[config.mk]
export PLATFORM = sky130hd
export DESIGN_NAME = comparator_seq
export DESIGN_NICKNAME = d
export VERILOG_FILES = /design/src/rtl/comparator_pkg.sv /design/src/rtl/comparator_chunk.sv /design/src/rtl/comparator_seq.sv
export SDC_FILE = /design/constraint.sdc
export NUM_CORES = 1
export LEC_CHECK = 0
export CAP_MARGIN = 15
export CORE_MARGIN = 2
export CORE_UTILIZATION = 35
export CTS_CLUSTER_DIAMETER = 80
export CTS_CLUSTER_SIZE = 25
export DETAILED_ROUTE_END_ITERATION = 10
export SLEW_MARGIN = 20
export SYNTH_ARGS = -nofsm -noshare
export SYNTH_HDL_FRONTEND = slang
export SYNTH_SLANG_ARGS = --single-unit
[constraint.sdc]
create_clock -name clk -period 3.3 [get_ports clk]
set_clock_uncertainty 0.2 [all_clocks]
set_input_delay 0.66 -clock clk [delete_from_list [all_inputs] [get_ports clk]]
set_output_delay 0.66 -clock clk [all_outputs]
set_load 0.02 [all_outputs]
[src/rtl/comparator_pkg.sv]
// Shared types and sizing helpers for the sequential slice-by-slice comparator.
package comparator_pkg;

    typedef enum logic [1:0] {
        S_IDLE,
        S_COMPARE,
        S_DONE
    } state_t;

    function automatic int chunk_count(input int n, input int chunk);
        return n / chunk;
    endfunction

    // A single-slice configuration still needs a 1-bit index register.
    function automatic int idx_width(input int n, input int chunk);
        int cnt;
        cnt = n / chunk;
        return (cnt > 1) ? $clog2(cnt) : 1;
    endfunction

endpackage

[src/rtl/comparator_chunk.sv]
// Combinational compare of one W-bit slice; invert_msb turns a two's-complement
// top slice into offset binary so a plain unsigned compare orders it correctly.
module comparator_chunk #(
    parameter int W = 8
) (
    input  logic [W-1:0] x,
    input  logic [W-1:0] y,
    input  logic         invert_msb,
    output logic         eq,
    output logic         lt
);

    logic [W-1:0] msb_mask;
    logic [W-1:0] x_adj;
    logic [W-1:0] y_adj;

    assign msb_mask = W'(1) << (W - 1);
    assign x_adj    = invert_msb ? (x ^ msb_mask) : x;
    assign y_adj    = invert_msb ? (y ^ msb_mask) : y;

    assign eq = (x == y);
    assign lt = (x_adj < y_adj);

endmodule

[src/rtl/comparator_seq.sv]
// Multi-cycle magnitude/equality comparator: walks the operands MSB-first one
// CHUNK-bit slice per clock and stops at the first slice that differs.
module comparator_seq
    import comparator_pkg::*;
#(
    parameter int N     = 32,
    parameter int CHUNK = 8
) (
    input  logic         clk,
    input  logic         rst,
    input  logic         i_valid,
    output logic         i_ready,
    input  logic [N-1:0] a,
    input  logic [N-1:0] b,
    input  logic         is_signed,
    output logic         o_valid,
    input  logic         o_ready,
    output logic         equals,
    output logic         less_than,
    output logic         busy
);

    localparam int NUM_CHUNKS = chunk_count(N, CHUNK);
    localparam int IDX_W      = idx_width(N, CHUNK);
    localparam logic [IDX_W-1:0] LAST_IDX = IDX_W'(NUM_CHUNKS - 1);

    generate
        if (CHUNK < 1 || CHUNK > N || (N % CHUNK) != 0) begin : g_bad_params
            $error("comparator_seq: N (%0d) must be a multiple of CHUNK (%0d), 1 <= CHUNK <= N", N, CHUNK);
        end
    endgenerate

    state_t             state;
    state_t             state_next;
    logic [N-1:0]       a_q;
    logic [N-1:0]       b_q;
    logic               signed_q;
    logic [IDX_W-1:0]   idx_q;
    logic [CHUNK-1:0]   slice_a;
    logic [CHUNK-1:0]   slice_b;
    logic               slice_eq;
    logic               slice_lt;
    logic               top_slice;

    assign slice_a   = a_q[int'(idx_q) * CHUNK +: CHUNK];
    assign slice_b   = b_q[int'(idx_q) * CHUNK +: CHUNK];
    assign top_slice = (idx_q == LAST_IDX);

    // Only the slice holding the sign bit needs the offset-binary treatment.
    comparator_chunk #(
        .W(CHUNK)
    ) u_chunk (
        .x          (slice_a),
        .y          (slice_b),
        .invert_msb (signed_q && top_slice),
        .eq         (slice_eq),
        .lt         (slice_lt)
    );

    assign i_ready = (state == S_IDLE) && !rst;
    assign o_valid = (state == S_DONE);
    assign busy    = (state != S_IDLE);

    always_comb begin
        state_next = state;
        case (state)
            S_IDLE:    if (i_valid) state_next = S_COMPARE;
            S_COMPARE: if (!slice_eq || idx_q == '0) state_next = S_DONE;
            S_DONE:    if (o_ready) state_next = S_IDLE;
            default:   state_next = S_IDLE;
        endcase
    end

    // Result flags are only written on the deciding cycle, so they hold
    // their last value outside S_DONE.
    always_ff @(posedge clk) begin
        if (rst) begin
            state     <= S_IDLE;
            a_q       <= '0;
            b_q       <= '0;
            signed_q  <= 1'b0;
            idx_q     <= '0;
            equals    <= 1'b0;
            less_than <= 1'b0;
        end else begin
            state <= state_next;
            case (state)
                S_IDLE: begin
                    if (i_valid) begin
                        a_q      <= a;
                        b_q      <= b;
                        signed_q <= is_signed;
                        idx_q    <= LAST_IDX;
                    end
                end
                S_COMPARE: begin
                    if (!slice_eq) begin
                        equals    <= 1'b0;
                        less_than <= slice_lt;
                    end else if (idx_q == '0) begin
                        equals    <= 1'b1;
                        less_than <= 1'b0;
                    end else begin
                        idx_q <= idx_q - IDX_W'(1);
                    end
                end
                default: ;
            endcase
        end
    end

endmodule

==> results of run 1 <==
## how the worst max path moves through the flow
stage / startpoint / to / slack (ns) / cells after the start
CTS: idx_q[0] / idx_q[0] / 0.28 / 9
floorplan: idx_q[0] / idx_q[0] / 0.52 / 9
detailed placement: idx_q[0] / idx_q[0] / 0.29 / 9
finish: idx_q[0] / idx_q[1] / 0.30 / 9
global route: idx_q[0] / idx_q[0] / 0.04 / 9
global placement: idx_q[0] / idx_q[1] / 0.42 / 9
## metal layers
layer	share of wire, %	up-vias	GRT usage [%]
met2	46	55	24.8
met5	0	-	0
met1	47	1214	20.2
met4	1.5	0	4.53
met3	4.7	8	4.85
li1	-	1363	-
## power groups by stage
stage          Clock, mW  Combinational (mW)  Sequential (mW)
2_1_floorplan          0               0.296            0.970
3_3_place_gp           0               0.436            0.993
3_5_place_dp           0               0.447            0.994
4_1_cts            0.657               0.449            0.975
5_1_grt            0.699               0.491            0.983
6_report           0.644               0.443            0.975
## cells in the final DEF, fill, tap and decap left out, drive strengths merged, types with 2 or more instances in the layout
cell           count
nor3               3
clkinv             3
buf                8
maj3               2
ha                 9
nor2               4
xor2               4
inv               13
dfxtp             71
mux4              17
a211oi             3
nor2b              3
nand2            132
clkbuf            10
a21oi             69
clkdlybuf4s50     72
## metrics by stage
stage / setup WS, ns / power [mW] / cells / hold WS [ns] / cell area (µm²)
detailed placement: 0.292 / 1.44 / 531 / 0.245 / 3990
finish: 0.300 / 2.06 / 545 / 0.256 / 4170
global route: 0.0423 / 2.17 / 545 / 0.272 / 4170
floorplan: 0.522 / 1.27 / 370 / 0.232 / 3180
global placement: 0.425 / 1.43 / 531 / 0.242 / 3990
CTS: 0.281 / 2.08 / 545 / 0.256 / 4170
## worst min-delay path: stages (launching register included)
cell	delay, ns
sky130_fd_sc_hd__dfxtp_1	0.31
sky130_fd_sc_hd__nand2_1	0.05
sky130_fd_sc_hd__a21oi_1	0.05
## cells by family after synthesis
| kind of cell | after synthesis |
|---|---|
| adders and majority gates | 11 |
| DFF | 71 |
| xor gates and xnor gates | 4 |
| AOI/OAI and AO/OA | 77 |
| and+or+nand+nor | 149 |
| buffers and inverters | 40 |
| muxes | 18 |
## registers in the layout, indices dropped and copies added, names as in the netlist
register   flops
equals         1
less_than      1
b_q           32
signed_q       1
state          2
a_q           32
idx_q          2
## final cells by class
type	count	area share (%)
repair buffers	80	19.0
well taps	108	3.24
multi-input cells	259	38.3
flip-flops and latches	71	34.1
clock buffers	10	3.06
clock inverters	4	1.17
inverters	13	1.23
==> metrics.txt, run 1 <==
result of the run finished, final reports clean; Main synth FF type sky130_fd_sc_hd__dfxtp_1; CP Data Required Time 3.35 ns; number of input and output port buffers inserted 73; Cells on Worst Hold Path 2; post-detailed-route DRC marker count 0; cts bufs inserted 9; minimum clock period 3.00 ns; share of synthesized area spent on multiplexers 12.9%; GRT Util Overall 15.5%; slowest cell on the critical path sky130_fd_sc_hd__dfxtp_1; root buffer cell sky130_fd_sc_hd__clkbuf_8; share of post-route cells with drive strength above 1 8.70%; Startpoint Class register; clock latency reported for the late side of the worst-skew pair 0.34 ns; sequential power share 47.3%; Max stage delay on crit path 0.65 ns; sort of element at the end of the critical path register; number of buffers inserted for hold repair after clock tree synthesis 0; endpoint of the worst hold path b_q[29]; post-route fraction of the period consumed by the critical path 90.9%; total of flip-flops plus latches after synthesis 71; number of max-cap violations 0; maximum number of pins on one net before global-route repair 73; most instantiated library cell after synthesis sky130_fd_sc_hd__nand2_1; final setup TNS 0 ns; critical setup path kind register to register; worst voltage drop across the vdd grid 0.000189 V; count of endpoints failing setup in the final report 0; share of flip-flops with an asynchronous set or reset after synthesis 0%; hold violation total from the final report 0; synthesized-area fraction occupied by ao, oa, aoi and oai cells 12.8%; xor and xnor fraction of the mapped netlist area 1.10%; Routed WL per cell 13.6 µm; CTS Sinks 71; actual slew at the worst max-slew pin 0.730 ns; synthesis-to-layout area growth 31.2%; sum of net half-perimeters after detailed placement 5.44 mm; number of library cell types mapped by synthesis 32; number of buffers inserted to repair setup after CTS 0; post-cts sizing count 0; largest area contributor in the netlist sky130_fd_sc_hd__dfxtp_1; Clk pin slew, worst setup/hold paths 0.07 ns; P_sw 568 µW; floorplan die area 0.00986 mm²; die outline height 99.3 µm; total congestion overflow after global routing 0; Reg-to-Reg Start idx_q[0]; max-slew violation count 0; Cell Chain, Critical Path buf_4 > mux4_2 > inv_1 > ha_1 > nand3_1 > or2_2 > nor4b_4 > nor3_1 > a211oi_1; power density of the placed cells 495 mW/mm²; # rows 34; depth of the CTS H-tree 3; Warnings, synthesis 0; most frequent cells after synthesis sky130_fd_sc_hd__nand2_1 (132), sky130_fd_sc_hd__dfxtp_1 (71), sky130_fd_sc_hd__a21oi_1 (69); Core ar. 0.00876 mm²; worst r2r path cells 9; maximum achievable frequency 333 MHz; synthesized netlist cell count 370; sequential element share of the synthesized area 44.7%; simple-gate area share of the yosys netlist 19.0%; top cells by area, synth sky130_fd_sc_hd__dfxtp_1 (45%), sky130_fd_sc_hd__nand2_1 (16%), sky130_fd_sc_hd__a21oi_1 (11%), sky130_fd_sc_hd__mux4_2 (8.5%), sky130_fd_sc_hd__mux4_1 (4.1%); cell class contributing the biggest share of worst-path delay simple AND/OR/NAND/NOR gates; Post-Synthesis Cell Area 0.00318 mm²; Final Core Density 47.6%; RSZ-0062 raised after global routing no; cell leakage power 1.59 nW; gpl congestion 0.810; die span in x 99.3 µm; main combinational cell family by area after synthesis simple AND/OR/NAND/NOR gates; worst-case clock buffer depth 2; sequential cell area 0.00142 mm²; first drt pass iteration count 4; number of nets in the finished design 512; reg2reg setup slack 0.30 ns; fill cell instance count of the final layout 863; Buffers & Inverters on Critical Path 2; clock tree from TritonCTS done; via density per instance 4.84; arrival time of the worst setup path 3.05 ns; top-area cell type share of the netlist area 44.7%; Detailed Route WL 7.43 mm; fraction of power consumed by the clock network 31.2%; reg2reg end idx_q[1]; adder and majority gate portion of the synthesized area 4.17%; worst relative slew slack 51.3%; iteration-0 DRC count of the detailed router 73; antenna-violating nets left 0; critical-path maximum fanout 9; portion of total power attributed to combinational logic 21.5%; cell internal power dissipation 1.49 mW; number of enable flip-flop cells after synthesis 0; Worst Min Path Start b_q[29]; multi-input logic area 0.00160 mm²; Net Count, Synth 448; # diodes 0; starting density of the core 36.3%; Avg Inst Size Synth 8.59 µm²; class of the most critical hold timing path register to register; initial antenna violation count 0; number of global-route vias before repair 2,510; vias after detailed routing 2,640; Net Sw Frac 27.5%; first-pass GRT wire length 12.0 mm; total I/O pin count 74
Note: power is estimated with default switching activity, not from simulation.
==> inputs of run 2 (changes only) <==
--- a/config.mk
+++ b/config.mk
@@ -7,10 +7,12 @@
 export LEC_CHECK = 0
 export CAP_MARGIN = 15
 export CORE_MARGIN = 2
-export CORE_UTILIZATION = 35
+export CORE_UTILIZATION = 49
+export CTS_BUF_LIST = sky130_fd_sc_hd__clkbuf_8
 export CTS_CLUSTER_DIAMETER = 80
 export CTS_CLUSTER_SIZE = 25
 export DETAILED_ROUTE_END_ITERATION = 10
+export PLACE_DENSITY = 0.79
 export SLEW_MARGIN = 20
 export SYNTH_ARGS = -nofsm -noshare
 export SYNTH_HDL_FRONTEND = slang
==> metrics.txt, run 2 (synthesis gave the netlist of run 1 again) <==
result of the run finished, final reports clean (unchanged); cell class contributing the biggest share of worst-path delay simple AND/OR/NAND/NOR gates (unchanged); die span in x 84.6 µm (was 99.3 µm); Cells on Worst Hold Path 2 (unchanged); gr busiest metal met2 (unchanged); Buffers & Inverters on Critical Path 1 (was 2); Routed WL per cell 14.1 µm (was 13.6 µm); maximum number of pins on one net before global-route repair 73 (unchanged); worst-case clock buffer depth 2 (unchanged); # diodes 0 (unchanged); worst voltage drop across the vdd grid 0.000288 V (was 0.000189 V); Final Hold Slack 0.253 ns (was 0.256 ns); share of post-route cells with drive strength above 1 8.88% (was 8.70%); Reg-to-Reg Start idx_q[1] (was idx_q[0]); synthesis-to-layout area growth 30.0% (was 31.2%); slowest cell on the critical path sky130_fd_sc_hd__dfxtp_1 (unchanged); clock latency reported for the late side of the worst-skew pair 0.35 ns (was 0.34 ns); initial antenna violation count 0 (unchanged); depth of the CTS H-tree 3 (unchanged); CTS Sinks 71 (unchanged); registers with the most flip-flops a_q x32, b_q x32 (unchanged); power density of the placed cells 503 mW/mm² (was 495 mW/mm²); antenna-violating nets left 0 (unchanged); worst relative slew slack 53.3% (was 51.3%); vias after detailed routing 2,685 (was 2,640); starting density of the core 50.4% (was 36.3%); Startpoint Class register (unchanged); minimum clock period 2.90 ns (was 3.00 ns); floorplan die area 0.00715 mm² (was 0.00986 mm²); actual slew at the worst max-slew pin 0.700 ns (was 0.730 ns); count of endpoints failing setup in the final report 0 (unchanged); total power of the final layout 2.08 mW (was 2.06 mW); critical setup path kind register to register (unchanged); GRT Util Overall 21.5% (was 15.5%); cell leakage power 1.60 nW (was 1.59 nW); met3 usage in global routing 6.88% (was 4.85%); hold violation total from the final report 0 (unchanged); Cell Chain, Critical Path buf_4 > mux4_2 > ha_1 > nand4_1 > or2_2 > nor4b_4 > nor3_1 > a211oi_1 (was buf_4 > mux4_2 > inv_1 > ha_1 > nand3_1 > or2_2 > nor4b_4 > nor3_1 > a211oi_1); met2 routing resource usage after global routing 36.3% (was 24.8%); Cell Count Post-Placement 500 (was 531); number of buffers inserted for hold repair after clock tree synthesis 0 (unchanged); total I/O pin count 74 (unchanged); number of global-route vias before repair 2,671 (was 2,510); first-pass GRT wire length 12.0 mm (about the same); class of the most critical hold timing path register to register (unchanged); Worst Min Path Start b_q[19] (was b_q[29]); sort of element at the end of the critical path register (unchanged); Max stage delay on crit path 0.57 ns (was 0.65 ns); RSZ-0062 raised after global routing no (unchanged); fill cell instance count of the final layout 546 (was 863); Layout Cells excl Fill 516 (was 545); CP Data Required Time 3.36 ns (was 3.35 ns); number of max-cap violations 0 (unchanged); arrival time of the worst setup path 2.96 ns (was 3.05 ns); worst r2r path cells 8 (was 9); number of buffers inserted to repair setup after CTS 0 (unchanged); commonest non-fill, non-tap cells in the layout sky130_fd_sc_hd__nand2_1 (131), sky130_fd_sc_hd__clkdlybuf4s50_1 (72), sky130_fd_sc_hd__dfxtp_1 (71) (unchanged); # rows 29 (was 34); clock tree from TritonCTS done (unchanged); Core ar. 0.00631 mm² (was 0.00876 mm²); reg2reg end idx_q[1] (unchanged); iteration-0 DRC count of the detailed router 158 (was 73); die outline height 84.6 µm (was 99.3 µm); via density per instance 5.20 (was 4.84); endpoint of the worst hold path b_q[19] (was b_q[29]); maximum achievable frequency 345 MHz (was 333 MHz); Clk pin slew, worst setup/hold paths 0.07 ns (about the same); post-route fraction of the period consumed by the critical path 87.8% (was 90.9%); most common cell after layout, fill and taps aside sky130_fd_sc_hd__nand2_1 (unchanged); number of nets in the finished design 512 (unchanged); root buffer cell sky130_fd_sc_hd__clkbuf_8 (unchanged); sum of net half-perimeters after detailed placement 5.35 mm (was 5.44 mm); Detailed Route WL 7.26 mm (was 7.43 mm); first drt pass iteration count 4 (unchanged); reg2reg setup slack 0.40 ns (was 0.30 ns); max-slew violation count 0 (unchanged); cts bufs inserted 9 (unchanged); critical-path maximum fanout 12 (was 9); post-cts sizing count 0 (unchanged); number of input and output port buffers inserted 73 (unchanged); total congestion overflow after global routing 0 (unchanged); GR Util met1 25.8% (was 20.2%); post-detailed-route DRC marker count 0 (unchanged); gpl congestion 0.899 (was 0.810); final setup TNS 0 ns (unchanged)
## run 2: layer usage
layer	up-vias	part of all wire (%)
li1	1368	-
met1	1233	42
met2	76	50
met3	8	6.0
met4	0	1.4
met5	-	0
## run 2: how the worst max path moves through the flow
stage,start,end,slack [ns],depth (start not counted)
after floorplan,idx_q[0],idx_q[0],0.52,9
after global placement,idx_q[0],idx_q[1],0.54,8
final,idx_q[1],idx_q[1],0.40,8
after CTS,idx_q[0],idx_q[1],0.43,8
after detailed placement,idx_q[0],idx_q[1],0.46,8
after global routing,idx_q[1],idx_q[1],0.22,8
## run 2: cell type report
class	instances	area, µm²	share of cell area (%)
flip-flops and latches	71	1420	34.4
multi-input cells	259	1600	38.6
clock inverters	6	52.6	1.27
clock buffers	10	138	3.33
inverters	13	51.3	1.24
well taps	77	96.3	2.33
repair buffers	80	778	18.8
## run 2: worst reg2reg max path, delay by kind of cell (launching register included)
family / cells / cell delay [ns]
AND/OR/NAND/NOR: 4 / 0.84
flip-flops: 1 / 0.57
multiplexers: 1 / 0.32
adder cells (fa/ha/maj): 1 / 0.32
buffers and inverters: 1 / 0.30
AO/OA/AOI/OAI: 1 / 0.26
## run 2: stage by stage
stage | setup WS (ns) | utilization, % | area (µm²)
6_report | 0.404 | 65.5 | 4130
4_1_cts | 0.426 | 65.5 | 4130
2_1_floorplan | 0.522 | - | 3180
3_5_place_dp | 0.463 | 62.4 | 3940
5_1_grt | 0.222 | 65.5 | 4130
3_3_place_gp | 0.538 | 62.4 | 3940
## run 2: report_power, final
part / leakage [nW] / internal, mW / switching (mW) / total, mW
Combinational: 0.913 / 0.229 / 0.215 / 0.444
Clock: 0.108 / 0.360 / 0.307 / 0.667
Sequential: 0.583 / 0.923 / 0.0460 / 0.969
Total: 1.60 / 1.51 / 0.568 / 2.08
==> inputs of run 3 (changes only) <==
--- a/config.mk
+++ b/config.mk
@@ -6,6 +6,7 @@
 export NUM_CORES = 1
 export LEC_CHECK = 0
 export CAP_MARGIN = 15
+export CORE_ASPECT_RATIO = 0.7
 export CORE_MARGIN = 2
 export CORE_UTILIZATION = 49
 export CTS_BUF_LIST = sky130_fd_sc_hd__clkbuf_8
@@ -13,7 +14,6 @@
 export CTS_CLUSTER_SIZE = 25
 export DETAILED_ROUTE_END_ITERATION = 10
 export PLACE_DENSITY = 0.79
-export SLEW_MARGIN = 20
 export SYNTH_ARGS = -nofsm -noshare
 export SYNTH_HDL_FRONTEND = slang
 export SYNTH_SLANG_ARGS = --single-unit
==> metrics.txt, run 3 (synthesis gave the netlist of run 1 again) <==
maximum number of pins on one net before global-route repair 73 (unchanged); GRT Util Overall 22.7% (was 21.5%); post-cts sizing count 0 (unchanged); Routed WL per cell 14.5 µm (was 14.1 µm); die outline height 71.4 µm (was 84.6 µm); gpl congestion 0.904 (was 0.899); registers with the most flip-flops a_q x32, b_q x32 (unchanged); result of the run finished, final reports clean (unchanged); power density of the placed cells 523 mW/mm² (was 503 mW/mm²); Worst Min Path Start b_q[24] (was b_q[19]); commonest non-fill, non-tap cells in the layout sky130_fd_sc_hd__nand2_1 (131), sky130_fd_sc_hd__clkdlybuf4s50_1 (72), sky130_fd_sc_hd__dfxtp_1 (71) (unchanged); floorplan die area 0.00716 mm² (was 0.00715 mm²); starting density of the core 50.9% (was 50.4%); total congestion overflow after global routing 0 (unchanged); number of input and output port buffers inserted 73 (unchanged); critical setup path kind register to register (unchanged); via density per instance 5.32 (was 5.20); origin of the worst setup path idx_q[1] (unchanged); CTS Sinks 71 (unchanged); max-slew violation count 0 (unchanged); Detailed Route WL 7.53 mm (was 7.26 mm); actual slew at the worst max-slew pin 0.711 ns (was 0.700 ns); total power of the final layout 2.19 mW (was 2.08 mW); synthesis-to-layout area growth 31.6% (was 30.0%); critical-path maximum fanout 12 (unchanged); Core ar. 0.00625 mm² (was 0.00631 mm²); minimum clock period 2.97 ns (was 2.90 ns); Startpoint Class register (unchanged); slowest cell on the critical path sky130_fd_sc_hd__dfxtp_1 (unchanged); number of buffers inserted for hold repair after clock tree synthesis 0 (unchanged); # diodes 0 (unchanged); sort of element at the end of the critical path register (unchanged); number of global-route vias before repair 2,676 (was 2,671); Cell Chain, Critical Path buf_4 > mux4_2 > ha_1 > nand4_1 > or2_2 > nor4b_4 > nor3_1 > a211oi_1 (unchanged); vias after detailed routing 2,757 (was 2,685); worst voltage drop across the vdd grid 0.000243 V (was 0.000288 V); CP Data Required Time 3.36 ns (about the same); RSZ-0062 raised after global routing no (unchanged); first drt pass iteration count 4 (unchanged); arrival time of the worst setup path 3.03 ns (was 2.96 ns); depth of the CTS H-tree 3 (unchanged); worst slack at placement 0.344 ns (was 0.463 ns); Reg-to-Reg Start idx_q[1] (unchanged); antenna-violating nets left 0 (unchanged); Clk pin slew, worst setup/hold paths 0.07 ns (about the same); die span in x 100 µm (was 84.6 µm); Max stage delay on crit path 0.55 ns (was 0.57 ns); worst-case clock buffer depth 2 (unchanged); sum of net half-perimeters after detailed placement 5.55 mm (was 5.35 mm); iteration-0 DRC count of the detailed router 233 (was 158); root buffer cell sky130_fd_sc_hd__clkbuf_8 (unchanged); total I/O pin count 74 (unchanged); finished layout cell area 0.00418 mm² (was 0.00413 mm²); maximum achievable frequency 337 MHz (was 345 MHz); hold violation total from the final report 0 (unchanged); count of endpoints failing setup in the final report 0 (unchanged); post-route fraction of the period consumed by the critical path 90.0% (was 87.8%); first-pass GRT wire length 12.6 mm (was 12.0 mm); Layout Cells excl Fill 518 (was 516); cell leakage power 1.61 nW (was 1.60 nW); share of post-route cells with drive strength above 1 9.32% (was 8.88%); cts bufs inserted 9 (unchanged); number of buffers inserted to repair setup after CTS 0 (unchanged); initial antenna violation count 0 (unchanged); most common cell after layout, fill and taps aside sky130_fd_sc_hd__nand2_1 (unchanged); Cell Count Post-Placement 502 (was 500); post-detailed-route DRC marker count 0 (unchanged); number of nets in the finished design 513 (was 512); number of max-cap violations 0 (unchanged); clock tree from TritonCTS done (unchanged); final setup TNS 0 ns (unchanged); DP Area 0.00396 mm² (was 0.00394 mm²); worst relative slew slack 52.6% (was 53.3%); final worst setup slack 0.331 ns (was 0.404 ns); clock latency reported for the late side of the worst-skew pair 0.35 ns (about the same); class of the most critical hold timing path register to register (unchanged); # rows 24 (was 29)
run 3: cell types whose count changed in the layout (fill, tap and decap cells not counted):
cell                         previous run  this run
sky130_fd_sc_hd__buf_12                 0         1
sky130_fd_sc_hd__bufinv_16              1         2
sky130_fd_sc_hd__clkbuf_8              10         9
sky130_fd_sc_hd__clkinv_2               3         0
sky130_fd_sc_hd__clkinv_4               0         1
sky130_fd_sc_hd__clkinvlp_4             0         2
sky130_fd_sc_hd__inv_1                 14        13
sky130_fd_sc_hd__inv_6                  0         1
run 3: cell type report:
class | instances | area (µm²)
tap | 78 | 97.6
fill | 524 | 2060
multi-input combinational | 259 | 1600
timing repair buffer | 81 | 798
clock buffer | 9 | 124
sequential | 71 | 1420
inverter | 13 | 51.3
clock inverter | 7 | 96.3
run 3: power by group:
part | internal (mW) | switching, mW
clock network | 0.426 | 0.332
logic | 0.235 | 0.221
registers | 0.923 | 0.0510
total | 1.58 | 0.604
run 3: per-stage QoR:
step / hold slack, ns / utilization (%)
after CTS: 0.258 / 67.0
after detailed placement: 0.247 / 63.5
after global routing: 0.275 / 67.0
final: 0.254 / 67.0
after global placement: 0.239 / 63.5
after floorplan: 0.232 / -
run 3: critical path, delay by kind of cell (launching register included):
| kind | cells | cell delay, ns |
|---|---|---|
| and+or+nand+nor | 4 | 0.92 |
| DFF | 1 | 0.55 |
| adders and majority gates | 1 | 0.35 |
| muxes | 1 | 0.33 |
| buffers and inverters | 1 | 0.29 |
| AOI/OAI and AO/OA | 1 | 0.23 |
run 3: final timing paths:
check	end	slack (ns)	depth (start not counted)
setup / recovery	idx_q[1]	0.33	8
hold / removal	b_q[24]	0.25	2
setup reg to reg	idx_q[1]	0.33	8
hold reg to reg	b_q[24]	0.25	2
run 3: routing by layer:
layer	GRT usage, %	part of all wire, %
met1	31.1	47
met2	34.4	43
met3	6.93	7.1
met4	8.37	1.9
met5	0	0
